### config.mk
export PLATFORM = sky130hd
export DESIGN_NAME = out_display_ctrl
export DESIGN_NICKNAME = d
export VERILOG_FILES = /design/src/rtl/out_display_pkg.sv /design/src/rtl/out_display_ctrl_bin2bcd.sv /design/src/rtl/out_display_ctrl.sv
export SDC_FILE = /design/constraint.sdc
export NUM_CORES = 1
export LEC_CHECK = 0
export CORE_ASPECT_RATIO = 0.8
export CORE_MARGIN = 2
export CORE_UTILIZATION = 55
export DETAILED_ROUTE_END_ITERATION = 8
export PLACE_DENSITY_LB_ADDON = 0.25
export SLEW_MARGIN = 40
export SYNTH_ARGS = -nofsm -noshare
export SYNTH_HDL_FRONTEND = slang
export SYNTH_SLANG_ARGS = --single-unit
### constraint.sdc
create_clock -name mclk -period 3.28 [get_ports mclk]
set_clock_uncertainty 0.05 [all_clocks]
set_input_delay 0.328 -clock mclk [delete_from_list [all_inputs] [get_ports mclk]]
set_output_delay 0.328 -clock mclk [all_outputs]
set_load 0.05 [all_outputs]
### src/rtl/out_display_pkg.sv
// ============================================================================
// out_display_pkg: converter state encoding, segment codes, digit-count helper
// Revision 1.0
// ============================================================================
`default_nettype none

package out_display_pkg;

    typedef enum logic [1:0] {
        IDLE  = 2'd0,
        SHIFT = 2'd1,
        DONE  = 2'd2
    } conv_state_t;

    // Active-low segment codes, bit order {g,f,e,d,c,b,a}
    localparam logic [6:0] SEG_0     = 7'h40;
    localparam logic [6:0] SEG_1     = 7'h79;
    localparam logic [6:0] SEG_2     = 7'h24;
    localparam logic [6:0] SEG_3     = 7'h30;
    localparam logic [6:0] SEG_4     = 7'h19;
    localparam logic [6:0] SEG_5     = 7'h12;
    localparam logic [6:0] SEG_6     = 7'h02;
    localparam logic [6:0] SEG_7     = 7'h78;
    localparam logic [6:0] SEG_8     = 7'h00;
    localparam logic [6:0] SEG_9     = 7'h10;
    localparam logic [6:0] SEG_BLANK = 7'h7F;

    // ceil(width * log10(2)) using a fixed-point log10(2) = 0.30103
    function automatic int min_digits(input int width);
        return (width * 30103 + 99999) / 100000;
    endfunction

    function automatic logic [6:0] seg_code(input logic [3:0] nib);
        case (nib)
            4'd0:    seg_code = SEG_0;
            4'd1:    seg_code = SEG_1;
            4'd2:    seg_code = SEG_2;
            4'd3:    seg_code = SEG_3;
            4'd4:    seg_code = SEG_4;
            4'd5:    seg_code = SEG_5;
            4'd6:    seg_code = SEG_6;
            4'd7:    seg_code = SEG_7;
            4'd8:    seg_code = SEG_8;
            4'd9:    seg_code = SEG_9;
            default: seg_code = SEG_BLANK;
        endcase
    endfunction

endpackage

`default_nettype wire

### src/rtl/out_display_ctrl_bin2bcd.sv
// ============================================================================
// bin2bcd_seq: iterative double-dabble converter, one bit per clock
// Revision 1.0
// ============================================================================
`default_nettype none

module bin2bcd_seq
    import out_display_pkg::*;
#(
    parameter int WIDTH  = 8,
    parameter int DIGITS = 3
) (
    input  logic                  mclk,
    input  logic                  i_reset,
    input  logic [WIDTH-1:0]      i_data,
    output logic                  o_busy,
    output logic [4*DIGITS-1:0]   o_bcd
);

    localparam int CNT_W = $clog2(WIDTH + 1);

    conv_state_t          state;
    conv_state_t          state_next;
    logic [WIDTH-1:0]     shift_reg;
    logic [WIDTH-1:0]     captured;
    logic [WIDTH-1:0]     last_value;
    logic [4*DIGITS-1:0]  acc;
    logic [4*DIGITS-1:0]  acc_adj;
    logic [CNT_W-1:0]     count;

    always_comb begin
        acc_adj = acc;
        for (int i = 0; i < DIGITS; i++) begin
            if (acc[4*i +: 4] >= 4'd5) begin
                acc_adj[4*i +: 4] = acc[4*i +: 4] + 4'd3;
            end
        end
    end

    always_comb begin
        state_next = state;
        case (state)
            IDLE:    if (i_data != last_value) state_next = SHIFT;
            SHIFT:   if (count == CNT_W'(1)) state_next = DONE;
            DONE:    state_next = IDLE;
            default: state_next = IDLE;
        endcase
    end

    always_ff @(posedge mclk or posedge i_reset) begin
        if (i_reset) begin
            state <= IDLE;
        end else begin
            state <= state_next;
        end
    end

    // captured keeps the converted value intact while shift_reg is consumed
    always_ff @(posedge mclk or posedge i_reset) begin
        if (i_reset) begin
            shift_reg  <= '0;
            captured   <= '0;
            last_value <= '0;
            acc        <= '0;
            count      <= '0;
            o_busy     <= 1'b0;
            o_bcd      <= '0;
        end else begin
            case (state)
                IDLE: begin
                    if (i_data != last_value) begin
                        shift_reg <= i_data;
                        captured  <= i_data;
                        acc       <= '0;
                        count     <= CNT_W'(WIDTH);
                        o_busy    <= 1'b1;
                    end
                end
                SHIFT: begin
                    {acc, shift_reg} <= {acc_adj, shift_reg} << 1;
                    count            <= count - 1'b1;
                end
                DONE: begin
                    o_bcd      <= acc;
                    last_value <= captured;
                    o_busy     <= 1'b0;
                end
                default: ;
            endcase
        end
    end

endmodule

`default_nettype wire

### src/rtl/out_display_ctrl.sv
// ============================================================================
// out_display_ctrl: binary value to multiplexed active-low 7-segment display
// Revision 1.0
// ============================================================================
`default_nettype none

module out_display_ctrl
    import out_display_pkg::*;
#(
    parameter int WIDTH       = 8,
    parameter int DIGITS      = 3,
    parameter int REFRESH_DIV = 1024
) (
    input  logic                  mclk,
    input  logic                  i_reset,
    input  logic [WIDTH-1:0]      i_data,
    output logic                  o_busy,
    output logic [4*DIGITS-1:0]   o_bcd,
    output logic [DIGITS-1:0]     o_anode,
    output logic [6:0]            o_seg
);

    localparam int CNT_W = (REFRESH_DIV > 1) ? $clog2(REFRESH_DIV) : 1;
    localparam int IDX_W = (DIGITS > 1) ? $clog2(DIGITS) : 1;

    logic [CNT_W-1:0]   refresh_cnt;
    logic               refresh_wrap;
    logic [IDX_W-1:0]   digit_idx;
    logic [IDX_W-1:0]   idx_next;
    logic [DIGITS-1:0]  blank;
    logic [DIGITS-1:0]  anode_next;
    logic [3:0]         nib_sel;
    logic               blank_sel;
    logic [6:0]         seg_next;

    bin2bcd_seq #(
        .WIDTH  (WIDTH),
        .DIGITS (DIGITS)
    ) u_conv (
        .mclk    (mclk),
        .i_reset (i_reset),
        .i_data  (i_data),
        .o_busy  (o_busy),
        .o_bcd   (o_bcd)
    );

    assign refresh_wrap = (refresh_cnt == CNT_W'(REFRESH_DIV - 1));

    always_comb begin
        idx_next = digit_idx;
        if (refresh_wrap) begin
            idx_next = (digit_idx == IDX_W'(DIGITS - 1)) ? '0 : digit_idx + 1'b1;
        end
    end

    // A digit is blanked when it and every digit above it are zero
    for (genvar i = 0; i < DIGITS; i++) begin : g_blank
        if (i == 0) begin : g_lsd
            assign blank[i] = 1'b0;
        end else begin : g_upper
            assign blank[i] = (o_bcd[4*DIGITS-1:4*i] == '0);
        end
    end

    always_comb begin
        nib_sel    = '0;
        blank_sel  = 1'b0;
        anode_next = '1;
        for (int i = 0; i < DIGITS; i++) begin
            if (idx_next == IDX_W'(i)) begin
                nib_sel       = o_bcd[4*i +: 4];
                blank_sel     = blank[i];
                anode_next[i] = 1'b0;
            end
        end
        seg_next = blank_sel ? SEG_BLANK : seg_code(nib_sel);
    end

    always_ff @(posedge mclk or posedge i_reset) begin
        if (i_reset) begin
            refresh_cnt <= '0;
            digit_idx   <= '0;
            o_anode     <= ~DIGITS'(1);
            o_seg       <= SEG_0;
        end else begin
            refresh_cnt <= refresh_wrap ? '0 : refresh_cnt + 1'b1;
            digit_idx   <= idx_next;
            o_anode     <= anode_next;
            o_seg       <= seg_next;
        end
    end

endmodule

`default_nettype wire

==> impl_results.md, run 1 <==
- I/O pins: 33
- Sw frac: 39.9%
- Register bit total from synthesis: 77
- Lkg Pwr: 1.99 nW
- Final period util: 82.1%
- Total Power: 3.58 mW
- Top cell type's share of synthesized area: 49.9%
- Top delay family on crit path: compound AO/OA/AOI/OAI gates
- Largest regs: u_conv.acc x12, u_conv.o_bcd x12, refresh_cnt x10
- Register area share after synthesis: 52.0%
- Syn_nets: 368
- Tmin final: 2.69 ns
- Initial DRC Count: 181
- Postcts setup bufs: 0
- Cell Area, Placed: 4110 um2
- Cell mode on critical path: ha_1
- First-pass GRT wire length: 12400 um
- CP Depth: 8
- CTS Buf Count: 9
- RSZ-0062 raised after global routing: false
- DRT antenna net count: 0
- Synth area leaders: dfrtp_1 (50%), mux2_2 (6.7%), nand2_1 (4.4%)
- Pwr/cell area: 828 nW/um2
- Yosys cell types: 47
- F_max: 371 MHz
- Vias in the first global route: 2621
- First-pass DRT Iterations: 4
- Crit path buffers/inverters: 0
- Layout cells sized above 1: 14.6%
- H-tree depth: 3
- Final cell count without fillers: 467
- Combinational share of power: 37.5%
- All-Layer GR Usage: 21.7%
- Setup WS pre-CTS: 0.443 ns
- Die Span X: 95.8 um
- Slowest CP cell: a2111o_4
- Util after Layout: 67.1%
- Slew HR: 54.8%
- Pin count of the biggest net entering global routing: 78
- Initial core utilization: 57.6%
- Crit path required time: 3.46 ns
- CTS tree: built
- HPWL Detailed: 4990 um
- Clock Power Share: 20.7%
- Rows: 26
- Worst setup margin: 0.587 ns
- Worst-margin pin slew: 0.672 ns
- GRT Residual Overflow: 0
- Main synth FF type: dfrtp_1
- Nature of the critical path startpoint: flop
- Final WL: 7260 um
- Int Pwr: 2.15 mW
- Min Hold Slack: 0.299 ns
- Crit path max fanout: 17
- IO Port Bufs: 32
- Synth warn: 0
- CTS sink cnt: 77
- Final setup fails: 0
- CTS root buffer: clkbuf_8
- Total negative slack: 0 ns
- Arrival @ worst endpoint: 2.88 ns
- Max-slew violation count: 0
- Core area: 6440 um2
- Inst Count DP: 451
- Die span in y: 77.5 um
- Critical Path Sink Type: flop
- Psw: 1.43 mW
- DIE AREA: 7420 um2
- Area leader, netlist: dfrtp_1
- GPL Wtd Cong: 0.851
- Worst IR Drop VDD: 0.425 mV
- Outcome: complete, no violations
- Nets@finish: 400
- Worst-path clk slew: 0.08 ns
- Critical Path, Cell by Cell: ha_1 -> and4_4 -> and3_4 -> a21o_4 -> a2111o_4 -> ha_1 -> o21ai_0 -> nand3_1
- Routed vias/inst: 5.69
- Detailed-route via count: 2656
- Max Cap Viol: 0
- Worst Hold Class: in -> async
- Worst Reg-to-Reg Cells: 8
- Slowest Stage Delay on Critical Path: 0.56 ns
- Seq pwr share: 41.8%
- Routed WL per cell: 15.5 um
- Average instance area after synthesis: 10.7 um2
- Area delta synth->final: 16.5%
- Final hold violations: 0
- Post-synth EDFFs: 0
- CTS max path bufs: 2
- Initial antenna violation count: 0
- Post-CTS sizing: 0
- Ys async rst share: 100%
- Worst skew pair latency: 0.36 ns
- Post-route DRC: 0
- Post-Layout Inst Area: 4320 um2
- Syn Inst Count: 346
- Post-CTS Hold Fix Bufs: 0
- ANT cells: 0
- Synth Cell Area: 3710 um2
- Crit Path Class: reg -> reg
## power groups by stage
stage	Sequential (mW)	Combinational, mW	Clock (mW)
after floorplan	1.69	0.755	0
after global placement	1.50	1.30	0
after detailed placement	1.50	1.34	0
after CTS	1.49	1.35	0.754
after global routing	1.53	1.49	0.803
final	1.49	1.34	0.741
## layer usage
metal | vias up | GRT usage (%) | part of all wire (%)
met1 | 1309 | 29.8 | 48
met4 | 0 | 6.57 | 1.3
met5 | - | 0 | 0
met2 | 65 | 32.7 | 46
li1 | 1272 | - | -
met3 | 10 | 7.18 | 4.5
## logic make-up (layout without fill, tap and decap cells)
kind of cell / count (synthesis) / count (layout) / synth area share [%]
simple gates: 114 / 114 / 15.1
flops: 77 / 77 / 52.0
compound gates: 67 / 67 / 12.9
buf+inv: 29 / 66 / 3.20
mux: 26 / 26 / 7.76
xor+xnor: 21 / 21 / 4.96
fa+ha+maj: 12 / 12 / 4.05
## layout make-up
cell class / count / area, um2
clock buffer: 9 / 124
sequential: 77 / 1930
tap: 84 / 105
multi-input combinational: 240 / 1670
clock inverter: 7 / 81.3
inverter: 16 / 61.3
fill: 511 / 2120
timing repair buffer: 34 / 348
## worst min-delay path: stages
cell and delay [ns]:
clkdlybuf4s50_1 0.41, inv_2 0.07, buf_12 0.31
## synthesized netlist by cell type, drive strengths merged, types with 3 or more instances
| library cell | n |
|---|---|
| dfrtp | 74 |
| nand2 | 43 |
| o21ai | 26 |
| mux2 | 22 |
| nand3 | 19 |
| inv | 15 |
| nor2 | 15 |
| a21oi | 13 |
| xor2 | 13 |
| ha | 12 |
| clkbuf | 10 |
| and3 | 9 |
| xnor2 | 8 |
| a22oi | 7 |
| nand2b | 6 |
| nor3 | 6 |
| and2 | 4 |
| mux2i | 4 |
| nor4 | 4 |
| o31ai | 4 |
| a2111o | 3 |
| buf | 3 |
| dfstp | 3 |
| nand4 | 3 |
## cells in the final DEF, fill, tap and decap left out, types with 2 or more instances in the layout
cell and instances:
clkbuf_8 9, nand3_1 19, mux2i_1 4, o21ai_1 2, ha_1 12, and4_4 2
nand2b_1 4, mux2_2 22, nand2b_2 2, o21ai_0 24, xnor2_1 8, dfrtp_1 74
nand4_1 3, nor3_1 5, a2111o_1 2, dfstp_2 3, o31ai_1 4, a22oi_1 7
and2_1 4, inv_1 14, nor2_1 14, a2111oi_4 2, a21oi_1 13, inv_6 4
nor4_1 4, clkdlybuf4s50_1 32, a211oi_1 2, xor2_1 13, nand2_1 43, nor2b_1 2
and3_1 8
## final timing paths
path	slack [ns]	startpoint	to
setup reg to reg	0.59	refresh_cnt[0]$_DFF_PP0_	o_seg[3]$_DFF_PP0_
hold / removal	0.30	i_reset	refresh_cnt[3]$_DFF_PP0_
hold reg to reg	0.42	u_conv.shift_reg[0]$_DFFE_PP0P_	u_conv.shift_reg[1]$_DFFE_PP0P_
min in group mclk	0.42	u_conv.shift_reg[0]$_DFFE_PP0P_	u_conv.shift_reg[1]$_DFFE_PP0P_
setup / recovery	0.59	refresh_cnt[0]$_DFF_PP0_	o_seg[3]$_DFF_PP0_
max in group asynchronous	2.50	i_reset	o_anode[1]$_DFF_PP1_
Power figures use the tool's default switching activity.
==> run 2, diff against run 1 <==
CORE_UTILIZATION = 52   (was 55)
clock period = 2.28 ns   (was 3.28 ns; I/O delays follow)
==> impl_results.md, run 2 (synthesized netlist as in run 1, its figures left out) <==
- Sw frac: 38.6% (was 39.9%)
- GPL Wtd Cong: 0.912 (was 0.851)
- Crit path required time: 2.49 ns (was 3.46 ns)
- Final hold violations: 0 (unchanged)
- Area of the multi-input gates: 1730 um2 (was 1670 um2)
- Most frequent cells in the layout: dfrtp_1 (74), buf_4 (44), nand2_1 (43) (was dfrtp_1 (74), nand2_1 (43), clkdlybuf4s50_1 (32))
- Int Pwr: 3.36 mW (was 2.15 mW)
- Initial core utilization: 53.8% (was 57.6%)
- Crit Path Class: reg -> reg (unchanged)
- Tmin final: 2.33 ns (was 2.69 ns)
- Top delay family on crit path: compound AO/OA/AOI/OAI gates (unchanged)
- DIE AREA: 7830 um2 (was 7420 um2)
- F_max: 428 MHz (was 371 MHz)
- Worst Reg-to-Reg Cells: 8 (unchanged)
- Crit path max fanout: 7 (was 17)
- DRT antenna net count: 0 (unchanged)
- R2r endpoint: o_seg[1]$_DFF_PP0_ (was o_seg[3]$_DFF_PP0_)
- Outcome: finished with violations (was complete, no violations)
- Arrival @ worst endpoint: 2.54 ns (was 2.88 ns)
- Worst-margin pin slew: 0.615 ns (was 0.672 ns)
- Seq pwr share: 38.9% (was 41.8%)
- CTS max path bufs: 2 (unchanged)
- Max-slew violation count: 0 (unchanged)
- Initial DRC Count: 129 (was 181)
- First-pass GRT wire length: 13400 um (was 12400 um)
- Worst flop-to-flop path startpoint: refresh_cnt[1]$_DFF_PP0_ (was refresh_cnt[0]$_DFF_PP0_)
- Worst skew pair latency: 0.36 ns (about the same)
- Initial antenna violation count: 0 (unchanged)
- H-tree depth: 3 (unchanged)
- Violated checks: setup timing
- GRT Residual Overflow: 0 (unchanged)
- Crit path buffers/inverters: 0 (unchanged)
- Layout cells sized above 1: 26.2% (was 14.6%)
- Fillers: 533 (was 511)
- Worst reg2reg setup slack: -0.05 ns (was 0.59 ns)
- Clock Power Share: 21.6% (was 20.7%)
- Detailed-route via count: 2805 (was 2656)
- Routed WL per cell: 15.4 um (was 15.5 um)
- Slowest CP cell: a2111o_4 (unchanged)
- Post-route DRC: 0 (unchanged)
- Pin count of the biggest net entering global routing: 30 (was 78)
- Critical Path Sink Type: flop (unchanged)
- Core area: 6890 um2 (was 6440 um2)
- Final period util: 102% (was 82.1%)
- CTS root buffer: clkbuf_8 (unchanged)
- Most common cell after layout, fill and taps aside: dfrtp_1 (unchanged)
- ANT cells: 0 (unchanged)
- Nature of the critical path startpoint: flop (unchanged)
- CTS tree: built (unchanged)
- HPWL Detailed: 5730 um (was 4990 um)
- Area delta synth->final: 28.4% (was 16.5%)
- Register area: 1930 um2 (unchanged)
- Slew HR: 59.0% (was 54.8%)
- Worst Hold Class: in -> async (unchanged)
- Routed vias/inst: 5.45 (was 5.69)
- Nets@finish: 445 (was 400)
- All-Layer GR Usage: 21.9% (was 21.7%)
- RSZ-0062 raised after global routing: true (was false)
- CTS sink cnt: 77 (unchanged)
- Setup WS pre-CTS: -0.0795 ns (was 0.443 ns)
- Pwr/cell area: 1150 nW/um2 (was 828 nW/um2)
- IO Port Bufs: 32 (unchanged)
- Worst IR Drop VDD: 0.445 mV (was 0.425 mV)
- Largest regs: u_conv.acc x12, u_conv.o_bcd x12, refresh_cnt x10 (unchanged)
- Vias in the first global route: 2746 (was 2621)
- First-pass DRT Iterations: 4 (unchanged)
- Die span in y: 79.5 um (was 77.5 um)
- Combinational share of power: 39.5% (was 37.5%)
- Critical Path, Cell by Cell: ha_2 -> and4_4 -> and3_4 -> a21o_4 -> a2111o_4 -> ha_4 -> and2_4 -> o21ai_2 (was ha_1 -> and4_4 -> and3_4 -> a21o_4 -> a2111o_4 -> ha_1 -> o21ai_0 -> nand3_1)
- Min Hold Slack: 0.168 ns (was 0.299 ns)
- Lkg Pwr: 2.24 nW (was 1.99 nW)
- Worst-path clk slew: 0.08 ns (about the same)
- Die Span X: 98.4 um (was 95.8 um)
- I/O pins: 33 (unchanged)
- Final setup fails: 6 (was 0)
- Rows: 27 (was 26)
- Final WL: 7950 um (was 7260 um)
- CTS Buf Count: 9 (unchanged)
- Psw: 2.11 mW (was 1.43 mW)
- Slowest Stage Delay on Critical Path: 0.53 ns (was 0.56 ns)
- Post-CTS Hold Fix Bufs: 0 (unchanged)
- Max Cap Viol: 0 (unchanged)
- Worst setup margin: -0.0550 ns (was 0.587 ns)
-- run 2: cell types whose count changed in the layout (fill, tap and decap cells not counted), moves of 2 or more --
cell	delta
a211oi_1	-2
a211oi_2	+2
buf_4	+43
ha_1	-3
ha_4	+2
nand2b_1	+2
nand2b_2	-2
o21ai_0	-3
o21ai_2	+2
-- run 2: how the worst max path moves through the flow --
stage / end / slack (ns) / start / depth (start not counted)
6_report: o_seg[1]$_DFF_PP0_ / -0.05 / refresh_cnt[1]$_DFF_PP0_ / 8
5_1_grt: o_seg[3]$_DFF_PP0_ / -0.11 / refresh_cnt[1]$_DFF_PP0_ / 9
4_1_cts: o_seg[1]$_DFF_PP0_ / -0.05 / refresh_cnt[0]$_DFF_PP0_ / 8
3_5_place_dp: o_seg[5]$_DFF_PP0_ / -0.08 / refresh_cnt[1]$_DFF_PP0_ / 8
3_3_place_gp: o_seg[3]$_DFF_PP0_ / -0.06 / refresh_cnt[1]$_DFF_PP0_ / 8
2_1_floorplan: o_seg[1]$_DFF_PP0_ / -0.14 / refresh_cnt[0]$_DFF_PP0_ / 9
-- run 2: per-stage QoR --
stage	std cells	TNS (ns)	utilization, %	area, um2	power (mW)
final	515	-0.198	69.1	4760	5.47
after global routing	515	-0.601	69.1	4760	5.84
after CTS	512	-0.118	68.3	4710	5.47
after detailed placement	494	-0.315	64.6	4450	4.25
after global placement	494	-0.145	64.6	4450	4.19
after floorplan	346	-0.481	-	3740	3.54
-- run 2: area by class of cell --
type	count	area share, %
tap	87	2.29
sequential	77	40.5
inverter	16	1.29
clock inverter	7	2.15
clock buffer	9	2.60
timing repair buffer	79	14.7
multi-input combinational	240	36.4
-- run 2: repair_timing --
action,CTS,global route
pin swaps,5,5
setup endpoints to repair,7,7
buffers inserted,2,3
gates resized for setup,4,8
cloned,0,0
-- run 2: power groups by stage --
stage | combinational (mW) | clock (mW) | sequential [mW]
4_1_cts | 2.14 | 1.20 | 2.13
3_5_place_dp | 2.10 | 0 | 2.15
2_1_floorplan | 1.11 | 0 | 2.43
3_3_place_gp | 2.04 | 0 | 2.14
6_report | 2.16 | 1.18 | 2.13
5_1_grt | 2.40 | 1.25 | 2.18
-- run 2: routing by layer --
metal  global-route usage (%)  vias to the layer above  part of all wire (%)
li1                         -                     1367                     -
met1                     29.6                     1367                    47
met2                     35.0                       62                    47
met3                     6.48                        9                   4.4
met4                     5.48                        0                   1.1
met5                        0                        -                     0
